### config.mk
export PLATFORM = sky130hd
export DESIGN_NAME = systolic_feed_scheduler
export DESIGN_NICKNAME = d
export VERILOG_FILES = /design/src/rtl/systolic_pkg.sv /design/src/rtl/systolic_operand_buf.sv /design/src/rtl/systolic_feed_scheduler.sv
export SDC_FILE = /design/constraint.sdc
export NUM_CORES = 1
export LEC_CHECK = 0
export ABC_AREA = 0
export CORE_MARGIN = 2
export CORE_UTILIZATION = 40
export CTS_CLUSTER_DIAMETER = 200
export DETAILED_ROUTE_END_ITERATION = 8
export SYNTH_ARGS = -nofsm -noshare
export SYNTH_HDL_FRONTEND = slang
export SYNTH_HIERARCHICAL = 1
export SYNTH_SLANG_ARGS = --single-unit
### constraint.sdc
create_clock -name clk -period 14.2 [get_ports clk]
set_clock_uncertainty 0.05 [all_clocks]
set_input_delay 2.13 -clock clk [delete_from_list [all_inputs] [get_ports clk]]
set_output_delay 2.13 -clock clk [all_outputs]
set_load 0.1 [all_outputs]
### src/rtl/systolic_pkg.sv
// ----------------------------------------------------------------------------
// systolic_pkg
// Shared types and helpers for the systolic feed scheduler.
//   state_t      : scheduler FSM state (idle, feeding, draining, done pulse)
//   Def*         : default operand widths and matrix dimensions
//   max_u        : larger of two unsigned values
//   clog2_min1   : $clog2 that never returns 0 (for counter/index widths)
//   feed_steps   : number of skewed feed steps F = N + M + L - 2
//   addr_width   : config address width covering the larger operand buffer
// ----------------------------------------------------------------------------
package systolic_pkg;

    typedef enum logic [1:0] {
        StIdle,
        StFeed,
        StDrain,
        StDone
    } state_t;

    localparam int unsigned DefWidthLeft = 4;
    localparam int unsigned DefWidthUp   = 4;
    localparam int unsigned DefM         = 3;
    localparam int unsigned DefN         = 4;
    localparam int unsigned DefL         = 3;

    function automatic int unsigned max_u(input int unsigned a, input int unsigned b);
        return (a > b) ? a : b;
    endfunction

    function automatic int unsigned clog2_min1(input int unsigned v);
        return (v > 1) ? $clog2(v) : 1;
    endfunction

    function automatic int unsigned feed_steps(input int unsigned m, input int unsigned n,
                                               input int unsigned l);
        return n + m + l - 2;
    endfunction

    function automatic int unsigned addr_width(input int unsigned m, input int unsigned n,
                                               input int unsigned l);
        return clog2_min1(max_u(m * n, n * l));
    endfunction

endpackage

### src/rtl/systolic_operand_buf.sv
// ----------------------------------------------------------------------------
// systolic_operand_buf
// Operand register array with one write port and a combinational, diagonally
// skewed read of every lane for a given feed step.
//   LaneMajor = 1 : storage is lane-major (A: index lane*Inner + k)
//   LaneMajor = 0 : storage is inner-major (B: index k*Lanes + lane)
// Lane l at step s reads element k = s - l; lanes with k outside 0..Inner-1
// read zero.
// Ports:
//   clk      in   clock, rising edge (array has no reset)
//   i_we     in   write strobe (already qualified by the scheduler)
//   i_addr   in   row-major element index; out-of-range writes are dropped
//   i_wdata  in   element value
//   i_step   in   feed step to read
//   o_lanes  out  lane l at bits [l*Width +: Width]
// ----------------------------------------------------------------------------
module systolic_operand_buf #(
    parameter int unsigned Lanes     = 3,
    parameter int unsigned Inner     = 4,
    parameter int unsigned Width     = 4,
    parameter int unsigned AddrW     = 4,
    parameter int unsigned StepW     = 3,
    parameter bit          LaneMajor = 1'b1
) (
    input  logic                   clk,
    input  logic                   i_we,
    input  logic [AddrW-1:0]       i_addr,
    input  logic [Width-1:0]       i_wdata,
    input  logic [StepW-1:0]       i_step,
    output logic [Lanes*Width-1:0] o_lanes
);

    localparam int unsigned Depth = Lanes * Inner;
    localparam int unsigned IdxW  = (Depth > 1) ? $clog2(Depth) : 1;

    logic [Width-1:0] r_mem [Depth];
    logic             w_in_range;
    logic             w_we;

    assign w_in_range = (32'(i_addr) < Depth);
    assign w_we       = i_we && w_in_range;

    always_ff @(posedge clk) begin
        if (w_we) begin
            r_mem[i_addr[IdxW-1:0]] <= i_wdata;
        end
    end

    // A write landing on the same edge as the read must be visible, so the
    // write data is forwarded onto any lane reading that element.
    always_comb begin
        int k;
        int idx;
        o_lanes = '0;
        k       = 0;
        idx     = 0;
        for (int l = 0; l < int'(Lanes); l++) begin
            k = int'(i_step) - l;
            if (k >= 0 && k < int'(Inner)) begin
                idx = LaneMajor ? (l * int'(Inner) + k) : (k * int'(Lanes) + l);
                if (w_we && (32'(i_addr) == 32'(idx))) begin
                    o_lanes[l*Width +: Width] = i_wdata;
                end else begin
                    o_lanes[l*Width +: Width] = r_mem[idx[IdxW-1:0]];
                end
            end
        end
    end

endmodule

### src/rtl/systolic_feed_scheduler.sv
// ----------------------------------------------------------------------------
// systolic_feed_scheduler
// Buffers operand matrices A (MxN) and B (NxL) written over a config port and,
// on start, streams them into a systolic array with per-lane diagonal skew,
// waits out the drain latency, then pulses done.
// Optional feature: define FEED_CYCLE_CNT_EN to add the cycle_count output.
// Ports:
//   clk          in   clock, rising edge
//   rst          in   asynchronous reset, active-high
//   cfg_we       in   operand write strobe (ignored while busy)
//   cfg_sel      in   0 = A buffer, 1 = B buffer
//   cfg_addr     in   row-major element index (A: i*N+k, B: k*L+j)
//   cfg_wdata    in   element value, LSBs used
//   start        in   start request, only accepted in idle
//   busy         out  high while feeding and draining
//   done         out  one-cycle completion pulse
//   valid_left   out  left bus carries a feed step
//   valid_up     out  up bus carries a feed step
//   left         out  lane i at bits [i*WIDTH_left +: WIDTH_left]
//   up           out  lane j at bits [j*WIDTH_up +: WIDTH_up]
//   cycle_count  out  (FEED_CYCLE_CNT_EN only) busy cycles of the last run
// ----------------------------------------------------------------------------
module systolic_feed_scheduler
    import systolic_pkg::*;
#(
    parameter int unsigned WIDTH_left = DefWidthLeft,
    parameter int unsigned WIDTH_up   = DefWidthUp,
    parameter int unsigned Mritx_M    = DefM,
    parameter int unsigned Mritx_N    = DefN,
    parameter int unsigned Mritx_L    = DefL,
    parameter int unsigned DRAIN_CYC  = Mritx_M + Mritx_L - 1,
    parameter int unsigned ADDR_W     = addr_width(Mritx_M, Mritx_N, Mritx_L)
) (
    input  logic                                   clk,
    input  logic                                   rst,
    input  logic                                   cfg_we,
    input  logic                                   cfg_sel,
    input  logic [ADDR_W-1:0]                      cfg_addr,
    input  logic [max_u(WIDTH_left, WIDTH_up)-1:0] cfg_wdata,
    input  logic                                   start,
    output logic                                   busy,
    output logic                                   done,
    output logic                                   valid_left,
    output logic                                   valid_up,
    output logic [Mritx_M*WIDTH_left-1:0]          left,
    output logic [Mritx_L*WIDTH_up-1:0]            up
`ifdef FEED_CYCLE_CNT_EN
    ,
    output logic [15:0]                            cycle_count
`endif
);

    localparam int unsigned F      = feed_steps(Mritx_M, Mritx_N, Mritx_L);
    localparam int unsigned StepW  = clog2_min1(F);
    localparam int unsigned DrainW = clog2_min1(DRAIN_CYC);
    localparam int unsigned LeftW  = Mritx_M * WIDTH_left;
    localparam int unsigned UpW    = Mritx_L * WIDTH_up;

    state_t            r_state;
    logic [StepW-1:0]  r_step;
    logic [DrainW-1:0] r_drain;
    logic              r_busy;
    logic              r_done;
    logic              r_valid;
    logic [LeftW-1:0]  r_left;
    logic [UpW-1:0]    r_up;

    state_t            w_state_nxt;
    logic [StepW-1:0]  w_step_nxt;
    logic [DrainW-1:0] w_drain_nxt;
    logic              w_busy_nxt;
    logic              w_done_nxt;
    logic              w_valid_nxt;
    logic [LeftW-1:0]  w_left_nxt;
    logic [UpW-1:0]    w_up_nxt;

    logic              w_we_a;
    logic              w_we_b;
    logic [StepW-1:0]  w_rd_step;
    logic [LeftW-1:0]  w_left_lanes;
    logic [UpW-1:0]    w_up_lanes;

    // Busy is low in idle and in the done cycle, so writes are accepted there.
    assign w_we_a = cfg_we && !r_busy && !cfg_sel;
    assign w_we_b = cfg_we && !r_busy && cfg_sel;

    // Outputs are registered, so the buffers are read one step ahead: step 0
    // while idle (for a start), step+1 while feeding.
    assign w_rd_step = (r_state == StFeed) ? (r_step + StepW'(1)) : '0;

    systolic_operand_buf #(
        .Lanes    (Mritx_M),
        .Inner    (Mritx_N),
        .Width    (WIDTH_left),
        .AddrW    (ADDR_W),
        .StepW    (StepW),
        .LaneMajor(1'b1)
    ) u_buf_a (
        .clk    (clk),
        .i_we   (w_we_a),
        .i_addr (cfg_addr),
        .i_wdata(cfg_wdata[WIDTH_left-1:0]),
        .i_step (w_rd_step),
        .o_lanes(w_left_lanes)
    );

    systolic_operand_buf #(
        .Lanes    (Mritx_L),
        .Inner    (Mritx_N),
        .Width    (WIDTH_up),
        .AddrW    (ADDR_W),
        .StepW    (StepW),
        .LaneMajor(1'b0)
    ) u_buf_b (
        .clk    (clk),
        .i_we   (w_we_b),
        .i_addr (cfg_addr),
        .i_wdata(cfg_wdata[WIDTH_up-1:0]),
        .i_step (w_rd_step),
        .o_lanes(w_up_lanes)
    );

    always_comb begin
        w_state_nxt = r_state;
        w_step_nxt  = r_step;
        w_drain_nxt = r_drain;
        w_busy_nxt  = 1'b0;
        w_done_nxt  = 1'b0;
        w_valid_nxt = 1'b0;
        w_left_nxt  = '0;
        w_up_nxt    = '0;
        unique case (r_state)
            StIdle: begin
                if (start) begin
                    w_state_nxt = StFeed;
                    w_step_nxt  = '0;
                    w_drain_nxt = '0;
                    w_busy_nxt  = 1'b1;
                    w_valid_nxt = 1'b1;
                    w_left_nxt  = w_left_lanes;
                    w_up_nxt    = w_up_lanes;
                end
            end
            StFeed: begin
                if (r_step == StepW'(F - 1)) begin
                    // Step counter holds at its last value on exit.
                    if (DRAIN_CYC == 0) begin
                        w_state_nxt = StDone;
                        w_done_nxt  = 1'b1;
                    end else begin
                        w_state_nxt = StDrain;
                        w_drain_nxt = '0;
                        w_busy_nxt  = 1'b1;
                    end
                end else begin
                    w_step_nxt  = r_step + StepW'(1);
                    w_busy_nxt  = 1'b1;
                    w_valid_nxt = 1'b1;
                    w_left_nxt  = w_left_lanes;
                    w_up_nxt    = w_up_lanes;
                end
            end
            StDrain: begin
                if (r_drain == DrainW'(DRAIN_CYC - 1)) begin
                    w_state_nxt = StDone;
                    w_done_nxt  = 1'b1;
                end else begin
                    w_drain_nxt = r_drain + DrainW'(1);
                    w_busy_nxt  = 1'b1;
                end
            end
            StDone: begin
                w_state_nxt = StIdle;
            end
            default: begin
                w_state_nxt = StIdle;
            end
        endcase
    end

    always_ff @(posedge clk or posedge rst) begin
        if (rst) begin
            r_state <= StIdle;
            r_step  <= '0;
            r_drain <= '0;
            r_busy  <= 1'b0;
            r_done  <= 1'b0;
            r_valid <= 1'b0;
            r_left  <= '0;
            r_up    <= '0;
        end else begin
            r_state <= w_state_nxt;
            r_step  <= w_step_nxt;
            r_drain <= w_drain_nxt;
            r_busy  <= w_busy_nxt;
            r_done  <= w_done_nxt;
            r_valid <= w_valid_nxt;
            r_left  <= w_left_nxt;
            r_up    <= w_up_nxt;
        end
    end

    assign busy       = r_busy;
    assign done       = r_done;
    assign valid_left = r_valid;
    assign valid_up   = r_valid;
    assign left       = r_left;
    assign up         = r_up;

`ifdef FEED_CYCLE_CNT_EN
    logic [15:0] r_cycle_cnt;

    always_ff @(posedge clk or posedge rst) begin
        if (rst) begin
            r_cycle_cnt <= '0;
        end else if (r_state == StIdle && start) begin
            r_cycle_cnt <= '0;
        end else if (r_busy && r_cycle_cnt != 16'hFFFF) begin
            r_cycle_cnt <= r_cycle_cnt + 16'd1;
        end
    end

    assign cycle_count = r_cycle_cnt;
`endif

endmodule

==> results of run 1 <==
## worst register-to-register path: cells and delay by family, from the launching register on
kind | cells | cell delay, ns
flip-flops | 1 | 0.41
adder cells (fa/ha/maj) | 4 | 2.09
buffers and inverters | 4 | 0.89
XOR/XNOR | 1 | 0.75
AND/OR/NAND/NOR | 3 | 0.49
AO/OA/AOI/OAI | 3 | 0.55
## final timing paths
check | end | depth (start not counted)
worst max-delay path | up[6] | 15
worst max register to register | up[6] | 15
max in group asynchronous | up[10] | 3
worst min register to register | r_state[0] | 1
min in group asynchronous | r_drain[0] | 2
worst min-delay path | r_state[0] | 1
## through the flow
stage / std cells / cell area (um^2)
2_1_floorplan: 574 / 7540
3_3_place_gp: 826 / 8130
3_5_place_dp: 826 / 8130
4_1_cts: 858 / 8720
5_1_grt: 858 / 8720
6_report: 858 / 8720
## cell usage after synthesis (3+ instances only)
library cell,instances
ha_1,30
a21oi_1,8
o311a_1,4
nand4_1,8
buf_2,14
nor3_1,12
o21ai_0,13
xor2_1,7
dfrtp_1,35
mux4_1,6
a22oi_1,5
nand3b_1,6
nor4_1,3
nor2_1,36
buf_6,5
nor2b_1,6
nand3_1,21
xnor2_1,10
o211ai_1,4
inv_1,14
o22ai_1,4
a31oi_1,14
mux2_2,4
mux4_2,32
nand2b_1,5
mux2i_1,38
and2_1,27
edfxtp_1,96
o31ai_1,8
clkbuf_1,10
nand2_1,35
## registers in the layout, summed over array words and instances, names as in the netlist
name           flops
u_buf_a/r_mem     48
u_buf_b/r_mem     48
left              12
up                12
r_drain            3
r_step             3
r_state            2
busy               1
done               1
valid_left         1
## final cells by class
| cell class | count | share of cell area (%) |
|---|---|---|
| well taps | 234 | 3.36 |
| flip-flops and latches | 131 | 43.1 |
| clock inverters | 13 | 1.84 |
| clock buffers | 19 | 4.96 |
| multi-input cells | 394 | 40.6 |
| repair buffers | 50 | 5.45 |
| inverters | 17 | 0.732 |
## routing by layer
| layer | wire, um | up-vias | global-route usage (%) |
|---|---|---|---|
| met1 | 8180 | 2498 | 26.9 |
| li1 | - | 2277 | - |
| met2 | 8170 | 220 | 28.3 |
| met4 | 293 | 0 | 5.89 |
| met3 | 1190 | 25 | 4.35 |
| met5 | 0 | - | 0 |
## cells by family (layout without fill, tap and decap cells)
kind of cell,count (synthesis),in the layout,share of synthesized area [%]
buf+inv,49,99,3.27
xor+xnor,23,23,3.60
simple gates,181,181,13.1
fa+ha+maj,31,31,5.25
flops,131,131,49.9
mux,80,80,17.3
compound gates,79,79,7.55
==> qor.yml, run 1 <==
status: "complete, no violations"
rsz0062_at_grt: "no"
synthArstFlopShare_pct: 26.7
io_pins: 41
grt_pass1_wl_um: 28200
slowest_stage: "ha_1"
via_per_inst: 5.85
dp_slack_ns: 8.90
num_antenna_cells: 0
drive_above_1_share_pct: 15.7
row_count: 50
cp_max_fo: 25
tns_ns: 0
synth-edff-count: 96
timing.hold.ws_ns: 0.511
routed_wl_um: 17800
dieArea_um2: 20000
yosys.area.top_type: "edfxtp_1"
antenna_found_initial: 0
ys_top_cells_by_area: "edfxtp_1, dfrtp_1, mux4_2"
startpoint: "r_state[1]"
vias: 5020
final.min_clock_period_ns: 5.32
endpoint_kind: "flip-flop"
arrival_ns: 5.62
rrSetupSlack_ns: 8.88
final_common_cell: "edfxtp_1"
path_cells: "inv_1 -> ha_1 -> and2_1 -> buf_4 -> inv_1 -> ha_1 -> inv_1 -> ha_1 -> ha_1 -> xor2_1 -> nor3_1 -> o21bai_1 -> o31ai_1 -> a31oi_1 -> and2_1"
hold_viol: 0
cp_num_buf_inv: 4
netlist_area_um2: 7540
ys_seq_area_share_pct: 49.9
synth_flop_cell: "edfxtp_1"
final_util_pct: 46.9
synth_fp_nets: 618
cts_buffers: 17
post-route-period-util_pct: 37.4
holdBufCountCts: 0
hpwl_um: 12500
worstHoldStart: "r_state[0]"
postCtsSetupBuffers: 0
cts.path.max_buffers: 2
cts_tree: "built"
core-area_um2: 18600
ys_ff_latch: 131
synth_top_area_share_pct: 38.3
critPathKind: "flip-flop to flip-flop"
start_kind: "flip-flop"
grt_max_degree: 51
synth.avg_cell_area_um2: 13.1
drc: 0
cts.sinks: 131
gp_congestion: 0.887
ctsResizeCount: 0
register_area_um2: 3760
worstMarginPinSlew_ns: 1.05
nets: 655
max_slew_margin_pct: 29.8
grt_pass1_vias: 4871
track_usage_pct: 18.7
setup_viol: 0
maxCapViolCount: 0
multi_input_area_um2: 3540
fillCellCount: 1606
die-width_um: 141
worst_path_largest_cell_delay_ns: 0.98
initial_utilization_pct: 40.6
synthDistinctLibCells: 75
hp-class: "flip-flop to flip-flop"
cp_common_cell: "ha_1"
layout_common_cells: "edfxtp_1, clkdlybuf4s50_1, mux2i_1, nor2_1"
area_growth_pct: 15.7
yosysWarnings: 6
synth_cells: 574
cp_top_family: "adder cells"
slew_viol_final: 0
cp.required_ns: 14.51
fmax_mhz: 188
layout_setup_ws_ns: 8.88
drtIter0Drc: 452
cts-root-buf: "clkbuf_16"
clk_pin_slew_ns: 0.06
antenna_left: 0
grt_overflow: 0
htreeDepth: 4
numPortBuffers: 40
die_h_um: 141
clk_latency_ns: 0.42
first_pass_iters: 5
rr_startpoint: "r_state[1]"
routedWlPerCell_um: 20.8
Power of run 1 is left out: the tool's default activity adds up to more than one toggle a clock period on the data nets, which glitch-free logic cannot reach.
==> run 2, diff against run 1 <==
==> constraint.sdc (replaced) <==
create_clock -name clk -period 4.4 [get_ports clk]
set_clock_uncertainty 0.05 [all_clocks]
set_input_delay 0.66 -clock clk [delete_from_list [all_inputs] [get_ports clk]]
set_output_delay 0.66 -clock clk [all_outputs]
set_load 0.1 [all_outputs]
==> run 2 against run 1 <==
  * Hold slack improved by 0.022 ns
  * Register-to-register slack got worse by 8.5 ns
  * Clock-buffer cell count is 1 lower
  * Sequential cell count did not move
  * Cell area rose by 0.57%
  * Critical path type unchanged
  * Highest routed layer unchanged
==> qor.yml, run 2 (synthesized netlist as in run 1, its figures left out) <==
status: "complete, no violations"
numPortBuffers: 40
antenna_left: 0
gp_congestion: 0.860
num_antenna_cells: 0
arrival_ns: 4.36
rsz0062_at_grt: "no"
ctsResizeCount: 0
maxCapViolCount: 0
die_h_um: 141
final_util_pct: 47.2
clk_latency_ns: 0.42
holdBufCountCts: 0
hpwl_um: 13000
die-width_um: 141
worst_path_largest_cell_delay_ns: 0.47
first_pass_iters: 5
grt_overflow: 0
slowest_stage: "dfrtp_1"
fmax_mhz: 247
clk_pin_slew_ns: 0.06
grt_max_degree: 51
cts_tree: "built"
drtIter0Drc: 576
tns_ns: 0
io_pins: 41
drive_above_1_share_pct: 17.1
critPathKind: "flip-flop to flip-flop"
htreeDepth: 4
area_growth_pct: 16.4
cts-root-buf: "clkbuf_16"
worstMarginPinSlew_ns: 1.08
row_count: 50
grt_pass1_wl_um: 28900
layout_common_cells: "edfxtp_1, clkdlybuf4s50_1, mux2i_1, nor2_1"
cts.sinks: 131
cp_max_fo: 7
routedWlPerCell_um: 21.3
final_cell_area_um2: 8770
vias: 5184
cp.required_ns: 4.70
core-area_um2: 18600
setup_viol: 0
routed_wl_um: 18500
track_usage_pct: 19.2
via_per_inst: 5.99
path_cells: "ha_1 -> ha_1 -> and2_1 -> clkinv_1 -> ha_1 -> nor2b_2 -> ha_1 -> ha_1 -> xor3_1 -> nor3_1 -> nor2_1 -> or3_4 -> a31oi_1 -> and2_1"
cts_buffers: 17
cp_common_cell: "ha_1"
post-route-period-util_pct: 92.2
cp_top_family: "adder cells"
postCtsSetupBuffers: 0
antenna_found_initial: 0
cp_num_buf_inv: 1
cts.path.max_buffers: 2
hp-class: "flip-flop to flip-flop"
grt_pass1_vias: 5086
final_common_cell: "edfxtp_1"
placed_area_um2: 8190
max_slew_margin_pct: 28.0
endpoint_kind: "flip-flop"
final.min_clock_period_ns: 4.06
initial_utilization_pct: 40.6
hold_viol: 0
slew_viol_final: 0
dieArea_um2: 20000
timing.hold.ws_ns: 0.533
drc: 0
nets: 663
start_kind: "flip-flop"
-- run 2: changes by cell type in the layout (fill, tap and decap cells not counted) --
cell / change
buf_4: +8
clkinv_4: +1
clkinvlp_4: -1
clkbuf_1: -1
inv_6: +3
clkinv_1: -1
bufinv_16: -1
-- run 2: per-stage QoR --
stage	setup WS (ns)	cells
floorplan	0.00403	574
global placement	0.494	834
detailed placement	0.356	834
CTS	0.343	866
global route	0.0763	866
finish	0.344	866
-- run 2: metal layers --
layer | global-route usage (%) | vias up | share of wire (%)
met3 | 4.12 | 32 | 6.5
li1 | - | 2300 | -
met5 | 0 | - | 0
met4 | 6.84 | 0 | 2.2
met2 | 28.6 | 216 | 45
met1 | 27.8 | 2636 | 46
-- run 2: path summary, 6_finish.rpt --
path	startpoint	end	slack [ns]	depth (start not counted)
max	r_step[0]	up[6]	0.34	14
min	r_drain[0]	r_drain[0]	0.53	1
max reg2reg	r_step[0]	up[6]	0.34	14
min reg2reg	r_drain[0]	r_drain[0]	0.53	1
max in group asynchronous	rst	up[3]	3.40	3
min in group asynchronous	rst	r_drain[0]	0.59	3
-- run 2: worst reg2reg max path, stage by stage (launching register included) --
cell and delay [ns]:
dfrtp_1 0.47, ha_1 0.25, ha_1 0.29, and2_1 0.17, clkinv_1 0.13, ha_1 0.21
nor2b_2 0.29, ha_1 0.29, ha_1 0.39, xor3_1 0.44, nor3_1 0.23, nor2_1 0.10
or3_4 0.39, a31oi_1 0.17, and2_1 0.14
-- run 2: final cells by class --
class | count | area (um^2)
clock buffer | 18 | 429
clock inverter | 14 | 154
fill | 1548 | 9810
inverter | 17 | 63.8
multi-input combinational | 394 | 3540
sequential | 131 | 3760
tap | 234 | 293
timing repair buffer | 58 | 536
Power of run 2 is left out for the same reason.
==> run 3, diff against run 2 <==
--- a/config.mk
+++ b/config.mk
@@ -6,9 +6,11 @@
 export NUM_CORES = 1
 export LEC_CHECK = 0
 export ABC_AREA = 0
+export ABC_CLOCK_PERIOD_IN_PS = 4400
 export CORE_MARGIN = 2
 export CORE_UTILIZATION = 40
 export CTS_CLUSTER_DIAMETER = 200
+export CTS_CLUSTER_SIZE = 24
 export DETAILED_ROUTE_END_ITERATION = 8
 export SYNTH_ARGS = -nofsm -noshare
 export SYNTH_HDL_FRONTEND = slang
==> results of run 3 <==
The final DEF is identical to that of run 2; final timing and power are the same.
Power of run 3 is left out for the same reason.
